### config.mk
export PLATFORM = sky130hd
export DESIGN_NAME = rob_commit
export DESIGN_NICKNAME = d
export VERILOG_FILES = /design/src/rtl/rob_commit.sv
export SDC_FILE = /design/constraint.sdc
export NUM_CORES = 1
export LEC_CHECK = 0
export CORE_UTILIZATION = 45
export DETAILED_ROUTE_END_ITERATION = 10
export GPL_TIMING_DRIVEN = 1
export PLACE_DENSITY = 0.62
export SYNTH_ARGS = -nofsm -noshare
export SYNTH_HDL_FRONTEND = slang
export SYNTH_SLANG_ARGS = --single-unit
### constraint.sdc
create_clock -name clk1 -period 3.8 [get_ports clk1]
set_input_delay 0.57 -clock clk1 [delete_from_list [all_inputs] [get_ports clk1]]
set_output_delay 0.57 -clock clk1 [all_outputs]
set_load 0.05 [all_outputs]
### src/rtl/rob_commit.sv
// Eight-entry reorder buffer: allocates tags at issue, accepts write-backs by tag,
// and retires the oldest completed entry per cycle toward the register bank.
module rob_commit #(
   parameter int unsigned DEPTH = 8,
   parameter int unsigned DW    = 8,
   parameter int unsigned RW    = 4
) (
   input  logic          clk1,
   input  logic          rst_n,
   input  logic          alloc_valid,
   input  logic [RW-1:0] alloc_rd,
   output logic          alloc_ready,
   output logic [2:0]    alloc_tag,
   input  logic          wb_valid,
   input  logic [2:0]    wb_tag,
   input  logic [DW-1:0] wb_data,
   input  logic          commit_stall,
   output logic          commit_valid,
   output logic [2:0]    commit_tag,
   output logic [RW-1:0] commit_rd,
   output logic [DW-1:0] commit_data,
   output logic [3:0]    count,
   output logic          empty,
   output logic          full,
   output logic          wb_err
);

   logic [DEPTH-1:0] busy_q, busy_d;
   logic [DEPTH-1:0] done_q, done_d;
   logic [RW-1:0]    rd_q   [DEPTH];
   logic [DW-1:0]    data_q [DEPTH];
   logic [2:0]       head_q, head_d;
   logic [2:0]       tail_q, tail_d;
   logic [3:0]       count_q, count_d;
   logic             commit_valid_q;
   logic [2:0]       commit_tag_q;
   logic [RW-1:0]    commit_rd_q;
   logic [DW-1:0]    commit_data_q;
   logic             wb_err_q, wb_err_d;

   logic alloc_fire, wb_hit, retire;

   assign full        = (count_q == 4'd8);
   assign empty       = (count_q == 4'd0);
   assign alloc_ready = ~full;
   assign alloc_tag   = tail_q;
   assign count       = count_q;

   assign alloc_fire = alloc_valid & ~full;
   assign wb_hit     = wb_valid & busy_q[wb_tag] & ~done_q[wb_tag];
   // Retire only looks at entries already done, so it never races a same-edge write-back.
   assign retire     = busy_q[head_q] & done_q[head_q] & ~commit_stall;

   always_comb begin
      busy_d   = busy_q;
      done_d   = done_q;
      head_d   = head_q;
      tail_d   = tail_q;
      count_d  = count_q;
      wb_err_d = wb_err_q;
      if (retire) begin
         busy_d[head_q] = 1'b0;
         done_d[head_q] = 1'b0;
         head_d         = head_q + 3'd1;
      end
      if (alloc_fire) begin
         busy_d[tail_q] = 1'b1;
         done_d[tail_q] = 1'b0;
         tail_d         = tail_q + 3'd1;
      end
      if (wb_hit) begin
         done_d[wb_tag] = 1'b1;
      end else if (wb_valid) begin
         wb_err_d = 1'b1;
      end
      unique case ({alloc_fire, retire})
         2'b10:   count_d = count_q + 4'd1;
         2'b01:   count_d = count_q - 4'd1;
         default: count_d = count_q;
      endcase
   end

   always_ff @(posedge clk1 or negedge rst_n) begin
      if (!rst_n) begin
         busy_q         <= '0;
         done_q         <= '0;
         head_q         <= 3'd0;
         tail_q         <= 3'd0;
         count_q        <= 4'd0;
         wb_err_q       <= 1'b0;
         commit_valid_q <= 1'b0;
         commit_tag_q   <= 3'd0;
         commit_rd_q    <= '0;
         commit_data_q  <= '0;
      end else begin
         busy_q         <= busy_d;
         done_q         <= done_d;
         head_q         <= head_d;
         tail_q         <= tail_d;
         count_q        <= count_d;
         wb_err_q       <= wb_err_d;
         commit_valid_q <= retire;
         if (retire) begin
            commit_tag_q  <= head_q;
            commit_rd_q   <= rd_q[head_q];
            commit_data_q <= data_q[head_q];
         end
      end
   end

   // Payload storage needs no reset: busy/done gate every use of it.
   always_ff @(posedge clk1) begin
      if (alloc_fire) rd_q[tail_q] <= alloc_rd;
      if (wb_hit)     data_q[wb_tag] <= wb_data;
   end

   assign commit_valid = commit_valid_q;
   assign commit_tag   = commit_tag_q;
   assign commit_rd    = commit_rd_q;
   assign commit_data  = commit_data_q;
   assign wb_err       = wb_err_q;

endmodule
---- Yosys cells after proc, flatten, opt, wreduce, memory -nomap -nowiden ----
Memories as Yosys holds them, arrays and structs flattened. A register that Yosys moved wholly into a read port is not among the register bits.
Index checks and enable logic that the tools add are counted.
word-level totals
  register bits after elaboration ......... 31
  bits in writable memories ............... 96
  bits of input ports ..................... 20
  output and inout bits ................... 27
  logic and storage cells ................. 71
  memories kept ........................... 2
memory list
  memory  words  bits a word  read ports  clocked after memory_dff  write ports  line  RTL
  data_q  8      8            1           1                         1            31    logic [DW-1:0] data_q [DEPTH];
  rd_q    8      4            1           1                         1            30    logic [RW-1:0] rd_q [DEPTH];
cells by class
  $add $sub $neg .......................... 4
  order comparisons ....................... 6
  equal/unequal tests ..................... 3
  muxes and demuxes ....................... 24
  bitwise operators ....................... 16
  reduce and logical (&&, ||, !) cells .... 8
operators with widths
  kind                                                                count
  two-way mux 8 bit                                                   5
  AND 8 bit                                                           3
  NOT 8 bit                                                           2
  bitwise OR 8 bit                                                    2
  binary-select mux 1 bit (select 3 bit)                              4
  < comparator 3 x 4 -> 1 bit (second input constant)                 3
  two-way mux 1 bit                                                   11
  demux 1 bit (select 3 bit)                                          3
  greater-or-equal comparator 3 x 1 -> 1 bit (second input constant)  3
  case mux 4 bit (2 select lines)                                     1
  adder 3 x 1 -> 3 bit (second input constant)                        2
  AND 1 bit                                                           5
  adder 4 x 1 -> 4 bit (second input constant)                        1
  equality test 4 bit (second input constant)                         1
  logical NOT 4 bit                                                   1
  NOT 1 bit                                                           4
  subtractor 4 x 1 -> 4 bit (second input constant)                   1
  logical AND 1 bit                                                   3
  equality test 2 x 1 -> 1 bit (second input constant)                1
  equality test 2 bit (second input constant)                         1
  logical NOT 1 bit                                                   2
  AND reduction 2 bit                                                 1
  nonzero test 2 bit                                                  1

---- Logic depth before layout (Yosys ltp) ----
Gate-level depths: netlist (run 1).
  depth in word-level cells ............... 11
  mapped depth ............................ 14

---- Least setup slack after synthesis (run 1) ----
No wires, ideal clock.
  path type ............................... flip-flop to flip-flop
  start ................................... register count_q[1] (netlist: count[1])
  end ..................................... register count_q[2] (netlist: count[2])
  library setup time ...................... 0.147 ns
  data arrival time ....................... 2.857 ns
  data required time ...................... 3.653 ns
  setup slack ............................. 0.796 ns
  stages on the path, launching flop included .. 12
  path through ............................ dfrtp_1 > buf_2 > or4b_1 > clkbuf_1 > nand2_2 > ha_1 > xor2_1 > ha_1 > a21oi_1 > xor2_1 > nor2_1 > xor2_1
between the ends
  longest elaborated chain between the ends .. 5
RTL lines
  what                                                                          line  RTL
  from (decl)                                                                   34    logic [3:0] count_q, count_d;
  from (signal assigned)                                                        100   count_q <= count_d;
  equality test 4 bit *                                                         43    assign full = (count_q == 4'd8);
  NOT 1 bit *                                                                   -
  via alloc_ready                                                               12    output logic alloc_ready,
  AND 1 bit *                                                                   49    assign alloc_fire = alloc_valid & ~full;
  equality test 2 x 1 -> 1 bit / equality test 2 bit (equally long branches)    76    unique case ({alloc_fire, retire})
  case mux 4 bit (2 select lines) / nonzero test 2 bit (equally long branches)  -
Mark *: on every way through the listed nets, which the timed path passes. The rest lies on a longest branch.
A chain may end at the register's enable or synchronous reset.

---- Worst setup path in the final report (run 1) ----
  start ................................... register head_q[0]
  end ..................................... register count_q[2] (netlist: count[2])
between the ends
  longest elaborated chain between the ends .. 6
RTL lines
  what                                                                          line  RTL
  from (decl)                                                                   32    logic [2:0] head_q, head_d;
  from (signal assigned)                                                        87    head_q <= 3'd0;
  from (signal assigned)                                                        98    head_q <= head_d;
  binary-select mux 1 bit (select 3 bit)                                        52    assign retire = busy_q[head_q] & done_q[head_q] & ~commit_stall;
  two-way mux 1 bit (not written as such)                                       52
  AND 1 bit * (2 in a row)                                                      52
  via retire                                                                    41    logic alloc_fire, wb_hit, retire;
  equality test 2 x 1 -> 1 bit / equality test 2 bit (equally long branches)    76
  case mux 4 bit (2 select lines) / nonzero test 2 bit (equally long branches)  -
Mark *: on every way through the listed nets, which the timed path passes. The rest lies on a longest branch. The select of a mux whose other input is x is not followed.

==> impl_metrics.json, run 1 <==
{
  "h-tree-depth": 4,
  "wl_met1_um": 6400,
  "drive_above_1_share_pct": 18.0,
  "end_kind": "flip-flop",
  "fin_crit_ns": 3.20,
  "cts.clk_slew.worst_paths_ns": 0.06,
  "std_cell_rows": 42,
  "gp_congestion": 0.849,
  "async_flop_share_pct": 30.9,
  "p_int_uw": 4040,
  "p_per_area_nw_per_um2": 872,
  "place_ws_ns": 0.495,
  "post_cts_resized": 0,
  "top_layer": "met4",
  "postSynthCellCount": 404,
  "status": "completed",
  "cts.sinks": 139,
  "grt_pass1_vias": 3741,
  "pwr-share-clk_pct": 25.9,
  "rsz0062_at_grt": "false",
  "synth_edf_count": 96,
  "cp_data_arrival_time_ns": 3.49,
  "gr-total-overflow": 0,
  "dr.pass1.iters": 5,
  "switching_share_pct": 36.9,
  "cts_hold_buf": 0,
  "ir_drop_v": 0.000325,
  "worstSetupStartpointType": "flip-flop",
  "post_drt_wl_per_cell_um": 21.1,
  "hp-class": "input pin to asynchronous set/reset pin",
  "antenna_found_initial": 0,
  "maxSlewViolCount": 0,
  "grt_pass1_wl_um": 22000,
  "core_area_um2": 13200,
  "drt_iter0_drc": 409,
  "ys_ff_latch": 139,
  "cp_max_fo": 17,
  "die_h_um": 118,
  "maxCapViolations": 0,
  "r2r_cells": 12,
  "wl_um": 13800,
  "cts_buffer_depth": 2,
  "nets": 489,
  "yosysSeqAreaShare_pct": 65.2,
  "cts_buffers": 17,
  "start_util_pct": 46.0,
  "ios": 47,
  "reg2reg_slack_ns": 0.60,
  "num-fill-cells": 1082,
  "syn_area_per_cell_um2": 15.0,
  "holdWs_ns": 0.0815,
  "grt_usage_pct": 21.5,
  "wl_met3_um": 670,
  "yosys.area.top_type_share_pct": 47.5,
  "numPortBuffers": 46,
  "grt_max_degree": 37,
  "cts_root_buffer": "clkbuf_16",
  "r2r_end": "count[2]",
  "die_x_um": 118,
  "tns_ns": 0,
  "area_growth_pct": 21.0,
  "drc_errors": 0,
  "drtAntennaViolNets": 0,
  "pwr-share-seq_pct": 34.5,
  "clk_latency_ns": 0.41,
  "r2r_start": "head_q[0]",
  "hpwl_um": 9260,
  "relSlewSlack_pct": 37.6,
  "synth_ff_type": "edfxtp_1",
  "p_leak_uw": 0.00270,
  "setup_viol": 0,
  "final_cells": 653,
  "post-route-period-util_pct": 84.1,
  "routed_via_density": 5.83,
  "netSwitchingPower_uw": 2360,
  "synth.yosys.warnings": 0,
  "fin_ws_ns": 0.604,
  "syn_nets": 429,
  "ys_top_cells_by_area": "edfxtp_1, dfrtp_1, mux2_2, mux4_1, mux2_4",
  "required_ns": 4.09,
  "synth.largest_area_cell": "edfxtp_1",
  "path_class": "flip-flop to flip-flop",
  "vias": 3806,
  "wl_met2_um": 6520,
  "final_util_pct": 55.7,
  "finalHoldViolations": 0,
  "post_cts_buffers": 0,
  "die-area_um2": 14000,
  "syn_area_um2": 6070,
  "dp.cells": 621,
  "cts_tree": "done",
  "ys_types": 63,
  "skew_ns": 0.00671,
  "power.share.combinational_pct": 39.6,
  "diodes": 0,
  "fmax_ghz": 0.313,
  "worst_slew_pin_slew_ns": 0.929
}
[state kept, by name, indices dropped and copies added (netlist names), 3 cells and up]
signal,cells
done_q,8
busy_q,8
commit_data,8
rd_q,32
commit_tag,3
data_q,64
alloc_tag,3
count,4
commit_rd,4
head_q,3
[worst max path at each step]
stage	cells after the start	slack (ns)	from	endpoint
after floorplan	11	0.80	count[1]	count[2]
after global placement	6	0.53	wb_tag[2]	data_q[4][1]
after detailed placement	6	0.50	wb_tag[2]	data_q[4][7]
after CTS	12	0.59	head_q[0]	count[2]
after global routing	12	0.44	head_q[0]	count[2]
final	12	0.60	head_q[0]	count[2]
[worst max-delay path: stages, from the launching register on]
cell and delay [ns]:
dfrtp_2 0.60, mux4_1 0.67, mux2i_4 0.24, nor2_4 0.09, nand2_8 0.20, inv_1 0.11
ha_1 0.28, xor2_1 0.17, ha_1 0.19, a21oi_1 0.15, xor2_1 0.16, nor2_1 0.07
xor2_1 0.14
[synth_stat cells (4+ instances only)]
| library cell | number |
|---|---|
| nor2b_1 | 9 |
| a221oi_1 | 8 |
| mux2_4 | 8 |
| mux4_1 | 5 |
| and3_1 | 4 |
| o22ai_1 | 4 |
| mux2_2 | 23 |
| ha_1 | 5 |
| xor2_1 | 5 |
| a21oi_1 | 8 |
| a32oi_1 | 4 |
| nand3_1 | 8 |
| inv_1 | 10 |
| dfrtp_1 | 43 |
| nor3_1 | 10 |
| xnor2_1 | 4 |
| nor2_1 | 18 |
| clkbuf_1 | 7 |
| nand2b_1 | 8 |
| a22oi_1 | 9 |
| nand2_1 | 11 |
| a21o_1 | 9 |
| mux2i_1 | 8 |
| edfxtp_1 | 96 |
| buf_2 | 9 |
| o21ai_0 | 10 |
[final cells by class]
cell class	count	area (um^2)	share of cell area (%)
Clock buffer	20	457	6.22
Multi-Input combinational cell	234	1950	26.5
Inverter	10	37.5	0.511
Clock inverter	12	146	1.99
Sequential cell	139	3960	53.9
Tap cell	176	220	3.00
Timing Repair Buffer	62	576	7.84
[layer usage]
layer	GRT usage [%]	up-vias
met5	0	-
met4	6.49	0
met3	4.89	13
met2	32.4	125
met1	31.0	1952
li1	-	1716
[kinds of logic after synthesis]
| kind of cell | share of synthesized area (%) |
|---|---|
| fa+ha+maj | 1.03 |
| xor+xnor | 1.30 |
| flops | 65.2 |
| compound gates | 10.8 |
| buf+inv | 2.68 |
| mux | 10.8 |
| simple gates | 8.12 |
[power groups by stage]
| stage | clock network [uW] | registers [uW] | logic (uW) |
|---|---|---|---|
| 6_report | 1660 | 2210 | 2540 |
| 3_5_place_dp | 0 | 2230 | 2540 |
| 4_1_cts | 1690 | 2200 | 2550 |
| 2_1_floorplan | 0 | 2530 | 1540 |
| 3_3_place_gp | 0 | 2230 | 2520 |
| 5_1_grt | 1750 | 2240 | 2730 |
[cell usage in the layout (no fill, tap or decap), drive strengths merged, types with 3 or more instances in the layout]
| cell | instances |
|---|---|
| o211ai | 3 |
| nor2b | 9 |
| nor3b | 3 |
| nor3 | 10 |
| a32oi | 4 |
| nor4 | 3 |
| a221o | 3 |
| nand3b | 3 |
| mux2 | 31 |
| nand2b | 8 |
| clkdlybuf4s50 | 45 |
| nor2 | 19 |
| o21ai | 10 |
| a22o | 3 |
| o32ai | 3 |
| nand3 | 8 |
| mux2i | 9 |
| a22oi | 9 |
| clkinv | 8 |
| ha | 5 |
| a21o | 9 |
| inv | 10 |
| xor2 | 5 |
| o2bb2ai | 3 |
| bufinv | 3 |
| o22ai | 4 |
| a221oi | 8 |
| and3 | 4 |
| edfxtp | 96 |
| buf | 17 |
| dfrtp | 43 |
| clkbuf | 20 |
| a21oi | 9 |
| nand2 | 13 |
| xnor2 | 4 |
| mux4 | 7 |
[through the flow]
| stage | power, uW | area (um^2) |
|---|---|---|
| after detailed placement | 4770 | 6740 |
| final | 6400 | 7340 |
| after floorplan | 4070 | 6070 |
| after global placement | 4740 | 6740 |
| after global routing | 6720 | 7340 |
| after CTS | 6440 | 7340 |
No activity file was read; power rests on OpenSTA's default activity.
==> inputs of run 2 (changes only) <==
Settings changed: PLACE_DENSITY 0.62 to 0.65.
Clock period 3.8 ns to 2.68 ns, I/O delays scaled along.
==> run 2 against run 1 <==
Clock power up 40%. Cell area increased by 2.4%. Critical path type unchanged. First-iteration DRC count is 6.4% lower.
==> impl_metrics.json, run 2 (synthesis results as in run 1) <==
{
  "gr-total-overflow": 0,
  "std_cell_rows": 42,
  "required_ns": 2.97,
  "switching_share_pct": 37.0,
  "pwr-share-seq_pct": 33.1,
  "cts.clk_slew.worst_paths_ns": 0.06,
  "layout_common_cells": "edfxtp_1, clkdlybuf4s50_1, dfrtp_1",
  "place_ws_ns": 0.0313,
  "drt_iter0_drc": 383,
  "area_growth_pct": 23.9,
  "grt_max_degree": 48,
  "largest_register_ffs": 64,
  "final_common_cell": "edfxtp_1",
  "total_power_uw": 9310,
  "diodes": 0,
  "p_leak_uw": 0.00280,
  "maxSlewViolCount": 0,
  "worst_slew_pin_slew_ns": 1.22,
  "die_h_um": 118,
  "core_area_um2": 13200,
  "fin_crit_ns": 2.58,
  "post-route-period-util_pct": 96.4,
  "antenna_found_initial": 0,
  "worstSetupStartpointType": "flip-flop",
  "power.share.combinational_pct": 42.0,
  "status": "completed",
  "cts_root_buffer": "clkbuf_16",
  "vias": 3831,
  "r2r_cells": 12,
  "ir_drop_v": 0.000452,
  "numPortBuffers": 46,
  "routed_via_density": 5.68,
  "largest_register": "data_q",
  "cts_tree": "done",
  "relSlewSlack_pct": 17.7,
  "cp_data_arrival_time_ns": 2.87,
  "path_class": "flip-flop to flip-flop",
  "netSwitchingPower_uw": 3440,
  "grt_pass1_wl_um": 21900,
  "post_drt_wl_per_cell_um": 20.3,
  "die_x_um": 118,
  "maxCapViolations": 0,
  "h-tree-depth": 4,
  "pwr-share-clk_pct": 24.9,
  "cts_buffer_depth": 2,
  "dr.pass1.iters": 6,
  "hpwl_um": 9250,
  "nets": 511,
  "drc_errors": 0,
  "skew_ns": 0.00525,
  "final_util_pct": 57.0,
  "grt_usage_pct": 21.5,
  "drtAntennaViolNets": 0,
  "p_per_area_nw_per_um2": 1240,
  "start_util_pct": 46.0,
  "grt_pass1_vias": 3759,
  "hp-class": "input pin to asynchronous set/reset pin",
  "gp_congestion": 0.913,
  "clk_latency_ns": 0.42,
  "die-area_um2": 14000,
  "end_kind": "flip-flop",
  "top_regs": "data_q (64), rd_q (32)",
  "p_int_uw": 5870,
  "rsz0062_at_grt": "true",
  "num-fill-cells": 1033,
  "cts.sinks": 139,
  "fmax_ghz": 0.387,
  "ios": 47,
  "drive_above_1_share_pct": 22.8,
  "setup_viol": 0,
  "cts_buffers": 17,
  "wl_um": 13700,
  "cp_max_fo": 5,
  "fin_ws_ns": 0.0974,
  "finalHoldViolations": 0
}
run 2: cell types whose count changed in the layout (fill, tap and decap cells not counted), sizes merged:
cell           previous run  this run
inv                      10        11
clkinv                    8         7
buf                      17        39
dlymetal6s2s              0         1
clkdlybuf4s50            45        43
dlygate4sd3               0         1
run 2: power by group through the flow:
stage / Clock (uW) / Combinational, uW / Sequential [uW]
floorplan: 0 / 2200 / 3590
global placement: 0 / 3830 / 3110
detailed placement: 0 / 3850 / 3120
CTS: 2350 / 3870 / 3080
global route: 2460 / 4160 / 3130
finish: 2320 / 3910 / 3080
run 2: critical path, cell delays in order, from the launching register on:
cell and delay [ns]:
dfrtp_2 0.43, mux4_2 0.56, mux2i_4 0.24, nor2_4 0.09
nand2_8 0.07, inv_1 0.07, ha_4 0.18, xor2_1 0.14
ha_1 0.19, a21oi_2 0.11, xor2_1 0.15, nor2_1 0.06
xor2_1 0.14
run 2: cell type report:
class                   count  area, um^2  share of cell area (%)
clock inverters            12         149                    1.98
repair buffers             84         756                    10.0
flip-flops and latches    139        3960                    52.7
well taps                 176         220                    2.93
clock buffers              20         437                    5.81
inverters                  10        37.5                   0.499
multi-input cells         234        1960                    26.1
run 2: final timing paths:
check                      startpoint            end  slack (ns)
max                         head_q[0]       count[2]         0.1
min                             rst_n  commit_tag[2]        0.45
max reg2reg                 head_q[0]       count[2]         0.1
min reg2reg                    wb_err         wb_err        0.46
max in group asynchronous       rst_n       count[1]        1.48
min in group clk1              wb_err         wb_err        0.46
run 2: what timing repair did:
| item | 4_1_cts | 5_1_grt |
|---|---|---|
| gates resized for setup | 0 | 3 |
| endpoints found under the setup margin | 0 | 2 |
| setup buffers | 0 | 2 |
| hold endpoints to repair | 13 | 0 |
| hold buffers | 1 | 0 |
run 2: stage by stage:
stage               instances  hold WS [ns]  setup TNS, ns  cell area, um^2
floorplan                 404         0.106              0             6070
global placement          640         0.351              0             6890
detailed placement        640         0.354              0             6890
CTS                       673         0.446              0             7490
global route              675         0.455        -0.0271             7520
finish                    675         0.446              0             7520
run 2: per-layer routing:
layer	global-route usage (%)	vias to the layer above	part of all wire, %
met5	0	-	0
met4	7.29	0	1.5
met3	5.33	18	5.4
met2	32.0	135	47
met1	30.7	1926	46
li1	-	1752	-
